**src/rtl/accum_drain_pkg.sv**
```systemverilog
// Shared widths, drain FSM states and the result rounding helper for the
// accumulation-buffer drain path.
package accum_drain_pkg;

  localparam int DATA_W = 16;
  localparam int TAIL_W = 8;
  localparam int RES_W  = DATA_W + TAIL_W;

  // Bits needed to index n entries.
  function automatic int bw(input int n);
    return (n <= 1) ? 1 : $clog2(n);
  endfunction

  typedef enum logic [1:0] {IDLE, RUN, FLUSH, DONE} drain_state_e;

  // Round half up on the signed msb field and saturate at +max. Adding one
  // to a negative value can never overflow, so only +max needs the clamp.
  function automatic logic [DATA_W-1:0] round_res(input logic [DATA_W-1:0] msb,
                                                  input logic             rbit);
    if (rbit && (msb != {1'b0, {(DATA_W-1){1'b1}}}))
      return msb + DATA_W'(1);
    return msb;
  endfunction

endpackage

```
**src/rtl/accum_drain_fifo.sv**
```systemverilog
// Synchronous first-word fall-through FIFO used to re-time RAM read data.
// The writer guarantees no push into a full FIFO unless a pop happens in the
// same cycle, so push is not gated here.
module drain_fifo #(
  parameter int WIDTH = 8,
  parameter int DEPTH = 4
) (
  input  logic                       clk,
  input  logic                       rst,
  input  logic                       push,
  input  logic [WIDTH-1:0]           din,
  input  logic                       pop,
  output logic [WIDTH-1:0]           dout,
  output logic                       valid,
  output logic [$clog2(DEPTH):0]     count
);
  localparam int AW = $clog2(DEPTH);
  localparam int CW = AW + 1;

  logic [WIDTH-1:0] mem [DEPTH];
  logic [AW-1:0]    rd_ptr, wr_ptr;
  logic             do_pop;

  assign do_pop = pop && (count != '0);
  assign valid  = (count != '0);
  assign dout   = mem[rd_ptr];

  // Storage needs no reset; valid is derived from count alone.
  always_ff @(posedge clk) begin
    if (push) mem[wr_ptr] <= din;
  end

  // Pointer and occupancy tracking.
  always_ff @(posedge clk) begin
    if (rst) begin
      rd_ptr <= '0;
      wr_ptr <= '0;
      count  <= '0;
    end else begin
      if (push)   wr_ptr <= wr_ptr + AW'(1);
      if (do_pop) rd_ptr <= rd_ptr + AW'(1);
      case ({push, do_pop})
        2'b10:   count <= count + CW'(1);
        2'b01:   count <= count - CW'(1);
        default: count <= count;
      endcase
    end
  end

endmodule

```
**src/rtl/accum_drain.sv**
```systemverilog
// Drain reader for the accumulation buffer store port. Sweeps a window of
// entries, re-times the read data through a credit-limited FWFT FIFO and
// streams beats out on valid/ready.
// Build option: define ACCUM_DRAIN_ROUND_EN to round/saturate the result
// field at FIFO write; otherwise the result is the truncated msb field.
module accum_drain
  import accum_drain_pkg::*;
#(
  parameter  int DEPTH  = 256,
  parameter  int BATCH  = 32,
  parameter  int RD_LAT = 2,
  parameter  int FIFO_D = 4,
  localparam int ADDR_W = bw(DEPTH)
) (
  input  logic                      clk,
  input  logic                      rst,
  input  logic                      start,
  input  logic [ADDR_W-1:0]         base_addr,
  input  logic [ADDR_W:0]           len,
  output logic                      busy,
  output logic                      done,
  output logic [ADDR_W-1:0]         rd_addr,
  input  logic [BATCH*RES_W-1:0]    rd_data,
  output logic                      out_valid,
  input  logic                      out_ready,
  output logic [BATCH*DATA_W-1:0]   out_data,
  output logic [BATCH*TAIL_W-1:0]   out_tail,
  output logic                      out_last
);
  localparam int FW = BATCH*(DATA_W+TAIL_W) + 1;
  localparam int CW = $clog2(FIFO_D) + 1;
  localparam int LW = ADDR_W + 1;
  localparam int SW = bw(FIFO_D + RD_LAT + 2) + 1;

  drain_state_e          state;
  logic [ADDR_W-1:0]     next_addr;
  logic [LW-1:0]         left;
  logic [RD_LAT:0]       vld_pipe, last_pipe;
  logic [CW-1:0]         fifo_count;
  logic                  fifo_valid, pop, issue;
  logic [FW-1:0]         fifo_din, fifo_dout;
  logic [SW-1:0]         in_flight, occ;
  logic [BATCH*DATA_W-1:0] data_all;
  logic [BATCH*TAIL_W-1:0] tail_all;

  function automatic logic [ADDR_W-1:0] addr_inc(input logic [ADDR_W-1:0] a);
    return (a == ADDR_W'(DEPTH-1)) ? '0 : a + ADDR_W'(1);
  endfunction

  // Credit: reads in flight plus FIFO occupancy, less a pop happening this
  // cycle (its slot is free by the time any new read lands).
  always_comb begin
    in_flight = '0;
    for (int k = 0; k <= RD_LAT; k++) in_flight = in_flight + SW'(vld_pipe[k]);
    occ   = in_flight + SW'(fifo_count) - SW'(pop);
    issue = (state == RUN) && (occ < SW'(FIFO_D));
  end

  assign pop = fifo_valid && out_ready;

  // Sweep control: address generation, busy/done and state sequencing.
  always_ff @(posedge clk) begin
    if (rst) begin
      state     <= IDLE;
      busy      <= 1'b0;
      done      <= 1'b0;
      rd_addr   <= '0;
      next_addr <= '0;
      left      <= '0;
    end else begin
      done <= 1'b0;
      case (state)
        IDLE: if (start) begin
          next_addr <= base_addr;
          left      <= len;
          busy      <= 1'b1;
          if (len == '0) begin
            state <= DONE;
            done  <= 1'b1;
          end else begin
            state <= RUN;
          end
        end
        RUN: if (issue) begin
          rd_addr   <= next_addr;
          next_addr <= addr_inc(next_addr);
          left      <= left - LW'(1);
          if (left == LW'(1)) state <= FLUSH;
        end
        FLUSH: if (occ == '0) begin
          state <= DONE;
          done  <= 1'b1;
        end
        DONE: begin
          busy  <= 1'b0;
          state <= IDLE;
        end
        default: state <= IDLE;
      endcase
    end
  end

  // Read-latency delay line: marks which cycles carry valid rd_data.
  always_ff @(posedge clk) begin
    if (rst) begin
      vld_pipe  <= '0;
      last_pipe <= '0;
    end else begin
      vld_pipe  <= {vld_pipe[RD_LAT-1:0], issue};
      last_pipe <= {last_pipe[RD_LAT-1:0], issue && (left == LW'(1))};
    end
  end

  // Split each word into result and tail; rounding happens before the FIFO.
  for (genvar i = 0; i < BATCH; i++) begin : g_word
    logic [RES_W-1:0] w;
    assign w = rd_data[i*RES_W +: RES_W];
`ifdef ACCUM_DRAIN_ROUND_EN
    assign data_all[i*DATA_W +: DATA_W] = round_res(w[RES_W-1:TAIL_W], w[TAIL_W-1]);
`else
    assign data_all[i*DATA_W +: DATA_W] = w[RES_W-1:TAIL_W];
`endif
    assign tail_all[i*TAIL_W +: TAIL_W] = w[TAIL_W-1:0];
  end

  assign fifo_din = {last_pipe[RD_LAT], data_all, tail_all};

  drain_fifo #(.WIDTH(FW), .DEPTH(FIFO_D)) u_fifo (
    .clk   (clk),
    .rst   (rst),
    .push  (vld_pipe[RD_LAT]),
    .din   (fifo_din),
    .pop   (pop),
    .dout  (fifo_dout),
    .valid (fifo_valid),
    .count (fifo_count)
  );

  assign out_valid = fifo_valid;
  assign out_last  = fifo_valid & fifo_dout[FW-1];
  assign out_data  = fifo_dout[FW-2 -: BATCH*DATA_W];
  assign out_tail  = fifo_dout[BATCH*TAIL_W-1:0];

endmodule

```
**config.mk**
```make
export PLATFORM = sky130hd
export DESIGN_NAME = accum_drain
export DESIGN_NICKNAME = d
export VERILOG_FILES = /design/src/rtl/accum_drain_pkg.sv /design/src/rtl/accum_drain_fifo.sv /design/src/rtl/accum_drain.sv
export SDC_FILE = /design/constraint.sdc
export NUM_CORES = 2
export LEC_CHECK = 0
export CAP_MARGIN = 20
export CORE_AREA = 2 2 609 611
export CTS_BUF_LIST = sky130_fd_sc_hd__clkbuf_4 sky130_fd_sc_hd__clkbuf_8 sky130_fd_sc_hd__clkbuf_16
export DETAILED_ROUTE_END_ITERATION = 16
export DIE_AREA = 0 0 611 613
export MAX_ROUTING_LAYER = met4
export SLEW_MARGIN = 20
export SYNTH_ARGS = -nofsm -noshare
export SYNTH_HDL_FRONTEND = slang
export SYNTH_HIERARCHICAL = 1
export SYNTH_SLANG_ARGS = --single-unit
```
**constraint.sdc**
```tcl
create_clock -name clk -period 33.2 [get_ports clk]
set_input_delay 4.98 -clock clk [delete_from_list [all_inputs] [get_ports clk]]
set_output_delay 4.98 -clock clk [all_outputs]
set_load 0.01 [all_outputs]
```
Word level (Yosys, flattened, before mapping). Memory sizes are Yosys's and may differ from the RTL's. A register that Yosys moved wholly into a read port is not among the register bits. Cells that the tools add are included. Widths: inputs -> output; s select.

Flip-flop bits (word level): 42. RAM bits: 3076. Input bits: 789. Output and inout bits: 780. Logic and storage cells: 74. Memories: 1.

Add/subtract/negate cells: 10. Order comparisons: 1. Eq/ne operators: 11. Multiplexer cells: 24. Bitwise operators: 1. Reductions and logical operators: 15.

Memory list: u_fifo.mem (depth 4, width 769, rd ports 1, clocked after memory_dff 1, wr ports 1, RTL line accum_drain_fifo.sv:20) `logic [WIDTH-1:0] mem [DEPTH];`.

Operators by type and width (count): $mux 8 (3); $mux 9 (2); $pmux 9 s2 (1); $pmux 8 s2 (1); $mux 2 (7); $eq 9x1->1 const B (1); $logic_not 9->1 (1); $sub 9x1->9 const B (1); $add 8x1->8 const B (1); $eq 8x8->1 const B (1); $pmux 2 s4 (1); $eq 2x2->1 const B (3); $mux 1 (6); $ne 2x2->1 const B (3); $pmux 3 s2 (1); $reduce_bool 2->1 (3); $add 2x1->2 const B (2); $add 3x3->4 (1); $eq 2x1->1 const B (2); $logic_and 1x1->1 (4); $logic_not 4->1 (1); $lt 4x3->1 const B (1); $pmux 1 s2 (2); $reduce_and 2->1 (2); other kinds (11) (11).

Logic depth before layout (Yosys ltp).
Depth after elaboration: 8. Gate-level depth with buffers: 15. Gate-level depth less buffers: 13.

Hierarchy. The synthesis kept the hierarchy.

Modules (own cells, without submodules): drain_fifo (instances 1, cells each 4064, area each 111344.3 um2, seq. area each 92548.8 um2); accum_drain (instances 1, cells each 258, area each 2142.1 um2, seq. area each 700.7 um2).

Worst setup path before layout. No wires, ideal clock.

Kind: register to register. Start point: register u_fifo.wr_ptr[0]. End point: memory u_fifo/mem[0][0] in the netlist's numbering (enable). Library setup time: 1.235 ns. Arrival: 17.826 ns. Data required time: 31.965 ns. Setup slack: 14.139 ns. Stages on the path, launching flop included: 4. Path buffers: 0. Clock period less this slack: 19.061 ns. Cell sequence: dfxtp_1 inv_1 ha_1 and2_1.

RTL lines: from (decl) (RTL line accum_drain_fifo.sv:21) `logic [AW-1:0] rd_ptr, wr_ptr;`; from (signal assigned) (RTL line accum_drain_fifo.sv:40) `if (push) wr_ptr <= wr_ptr + AW'(1);`; to (decl) (RTL line accum_drain_fifo.sv:20).

Straight into the memory's write port.

==> impl_metrics.csv <==
group,metric,value,unit
routing,drcViolationCount,0,
worst_setup_path,r2r-start,"vld_pipe[2]",
clocking,cts-root-buf,"clkbuf_16",
floorplanning,ios,1569,
routing,wirelength,328000,microns
clocking,clock_sinks,3120,
logic_synthesis,yosys_warnings,6,
sta,clock.fmax,82.4,MHz
sta,period_share,36.6,%
sta,finalSetupTns,0,ns
worst_setup_path,critPathMaxFanout,107,
floorplanning,die_h,613,microns
floorplanning,die_w,611,microns
hold_path,hold_end,"last_pipe[2]",
grt,track_usage,17.4,%
power_and_ir_drop,vdd_drop_max,0.0000452,V
clocking,htree_levels,5,
worst_setup_path,cp.required,28.22,ns
grt,first_global_vias,55500,
placement,dpl.hpwl,228000,microns
logic_synthesis,syn-num-nets,5132,
hold_path,hp-start,"last_pipe[1]",
sta,maxSlewHeadroom,27.3,%
worst_setup_path,worstRegToRegCells,8,
logic_synthesis,synth_most_common_cell,"edfxtp_1",
logic_synthesis,synth_edf_count,3076,
power_and_ir_drop,cell_internal_pwr,6.78,mW
logic_synthesis,avgSynthCellArea,26.3,sq um
worst_setup_path,worstSetupStartpointType,"flop",
hold_path,whs_path_depth,1,
grt,grt_pass1_wl,446000,microns
logic_synthesis,syn_area,0.113,sq mm
power_and_ir_drop,swShare,20.7,%
clocking,post_cts_resized,0,
cells_and_area,drive_above_1_share,21.9,%
logic_synthesis,seq_area_frac_synth,82.2,%
grt,grt-ovfl-total,0,
power_and_ir_drop,power_leakage,44.5,nW
logic_synthesis,synthArstFlopShare,0,%
sta,fin_ws,21.06,ns
clocking,worstSkewPairLatency,0.89,ns
sta,skew,0.0478,ns
logic_synthesis,synth_area_leaders,"edfxtp_1 81%, mux4_2 15%, dfxtp_1 0.78%",
worst_setup_path,end_kind,"primary output",
clocking,postCtsHoldBufs,0,
clocking,cts_tree,"built",
power_and_ir_drop,p_seq_share,51.7,%
clocking,clk_pin_slew,0.06,ns
logic_synthesis,syn_inst,4322,
sta,setup_viol,0,
worst_setup_path,cp.arrival,7.16,ns
floorplanning,die_area,0.375,sq mm
grt,grt_max_degree,132,
clocking,cts_buffers,331,
routing,avgRoutedWirePerCell,29.0,microns
cells_and_area,synthToLayoutAreaGrowth,28.5,%
power_and_ir_drop,clkPwrFrac,42.9,%
logic_synthesis,synth_top_area_cell,"edfxtp_1",
routing,num_vias,54500,
run,maxCapViolCount,0,
hold_path,hold_class,"reg2reg",
power_and_ir_drop,combPwrFrac,5.4,%
worst_setup_path,rr_endpoint,"u_fifo/mem[3][454]",
power_and_ir_drop,power_density,58.6,mW/mm^2
worst_setup_path,rrSetupSlack,25.73,ns
routing,dr.pass1.iters,7,
power_and_ir_drop,total_power,8.55,mW
worst_setup_path,crit_type,"reg2out",
routing,drt-vias-per-instance,4.81,
grt,antenna_found_initial,162,
power_and_ir_drop,p_sw,1.77,mW
floorplanning,initial_core_util,30.9,%
sta,finalHoldViolCount,0,
sta,fin_crit,12.14,ns
placement,gp_congestion,0.859,
logic_synthesis,yosysUniqueCellTypes,59,
floorplanning,core,0.368,sq mm
sta,worst_pin_slew,1.09,ns
cells_and_area,fin_nets,6926,
routing,drtIter0Drc,5094,
sta,rsz0062_at_grt,"false",
clocking,post-cts-setup-buffers,0,
routing,ant_nets,0,
outcome,status,"completed",
sta,drv_slew,0,
placement,port-buffer-count,1568,
logic_synthesis,yosys-top-cells-count,"3076 x edfxtp_1, 769 x mux4_2, 85 x buf_2",
logic_synthesis,synthFlopType,"edfxtp_1",
floorplanning,rows,223,
clocking,clockBufferDepth,4,
logic_synthesis,ys_seq_elements,3120,
cells_and_area,post-route-util,39.7,%
placement,pre_cts_ws,21.66,ns
logic_synthesis,netlist.area_leader.share,81.4,%
through the flow:
stage / hold slack (ns) / cells / area, sq um
after detailed placement: 0.427 / 10600 / 135000
final: 0.451 / 11300 / 146000
after floorplan: 0.414 / 4322 / 113000
after CTS: 0.456 / 11200 / 146000
after global placement: 0.438 / 10600 / 135000
after global routing: 0.470 / 11300 / 146000
layer usage:
metal	vias up	GRT usage (%)	part of all wire, %
met5	-	-	0
met4	0	7.50	4.2
met3	628	5.88	9.2
met2	2342	27.6	49
met1	29000	20.1	37
li1	22500	-	-
power groups by stage:
| stage | Clock (mW) | Combinational (mW) | Sequential [mW] |
|---|---|---|---|
| CTS | 3.76 | 0.467 | 4.42 |
| finish | 3.67 | 0.463 | 4.42 |
| global route | 3.90 | 0.491 | 4.42 |
| detailed placement | 0 | 0.464 | 4.50 |
| global placement | 0 | 0.453 | 4.50 |
| floorplan | 0 | 0.166 | 4.55 |
cell usage in the layout (no fill, tap or decap), types with 4 or more instances in the layout:
| cell | Yosys | final |
|---|---|---|
| edfxtp_1 | 3076 | 3076 |
| clkdlybuf4s50_1 | 0 | 1567 |
| mux4_2 | 769 | 769 |
| clkbuf_16 | 0 | 339 |
| diode_2 | 0 | 109 |
| buf_4 | 13 | 71 |
| clkbuf_4 | 0 | 70 |
| clkinv_1 | 0 | 69 |
| clkinv_2 | 0 | 53 |
| dfxtp_1 | 44 | 42 |
| nor2_1 | 34 | 33 |
| inv_1 | 29 | 29 |
| bufinv_16 | 0 | 28 |
| a21oi_1 | 26 | 26 |
| ha_1 | 18 | 18 |
| nand2_1 | 12 | 12 |
| clkinvlp_4 | 0 | 12 |
| mux2i_1 | 10 | 10 |
| buf_12 | 0 | 10 |
| inv_6 | 0 | 8 |
| nor3_1 | 7 | 7 |
| o21ai_0 | 7 | 7 |
| o31ai_1 | 7 | 7 |
| clkinv_16 | 0 | 7 |
| or3_1 | 6 | 6 |
| nor2b_1 | 5 | 5 |
| nand3_1 | 5 | 5 |
| nand2b_1 | 4 | 4 |
| nor4_1 | 4 | 4 |
| a211oi_1 | 4 | 4 |
| xor2_1 | 4 | 4 |
| nand4_1 | 4 | 4 |
| a31oi_1 | 4 | 4 |
| and3_1 | 4 | 4 |
| clkinv_4 | 0 | 4 |
| and2_4 | 0 | 4 |
worst max-delay path by stage:
stage / from / end / cells past startpoint
2_1_floorplan: u_fifo/wr_ptr[0] / u_fifo/mem[0][0] / 3
3_3_place_gp: flop / out_data[472] / 7
3_5_place_dp: flop / out_data[469] / 7
4_1_cts: flop / out_data[469] / 7
5_1_grt: flop / out_data[440] / 7
6_report: flop / out_data[440] / 7
layout make-up:
class                      count  area [sq um]
antenna                      109           273
clock buffer                 411          9040
clock inverter               187          1870
fill                       32300        222000
inverter                      29           109
multi-input combinational    985         18900
sequential                  3120         93300
tap                         4837          6050
timing repair buffer        1649         16400
registers in the layout, summed over array words and instances (netlist names), 3 cells and up, named ones only:
| name | cells |
|---|---|
| u_fifo/count | 3 |
| vld_pipe | 3 |
| rd_addr | 8 |
| next_addr | 8 |
| left | 9 |
| last_pipe | 3 |
| u_fifo/mem | 3076 |
worst max-delay path, cell delays in order, from the launching register on:
cell,delay (ns)
dfxtp_4,0.96
buf_12,0.73
buf_4,0.86
buf_4,0.70
buf_4,0.70
buf_12,0.63
mux4_2,0.61
clkdlybuf4s50_1,0.58
logic make-up (layout without fill, tap and decap cells):
family | after synthesis | in the layout | synth area share (%)
simple gates | 103 | 103 | 0.488
compound gates | 73 | 73 | 0.436
xor+xnor | 6 | 6 | 0.0463
buf+inv | 217 | 2276 | 1.23
flops | 3120 | 3120 | 82.2
other cells | 0 | 109 | 0
mux | 782 | 782 | 15.4
fa+ha+maj | 21 | 21 | 0.251
Power figures use the tool's default switching activity.
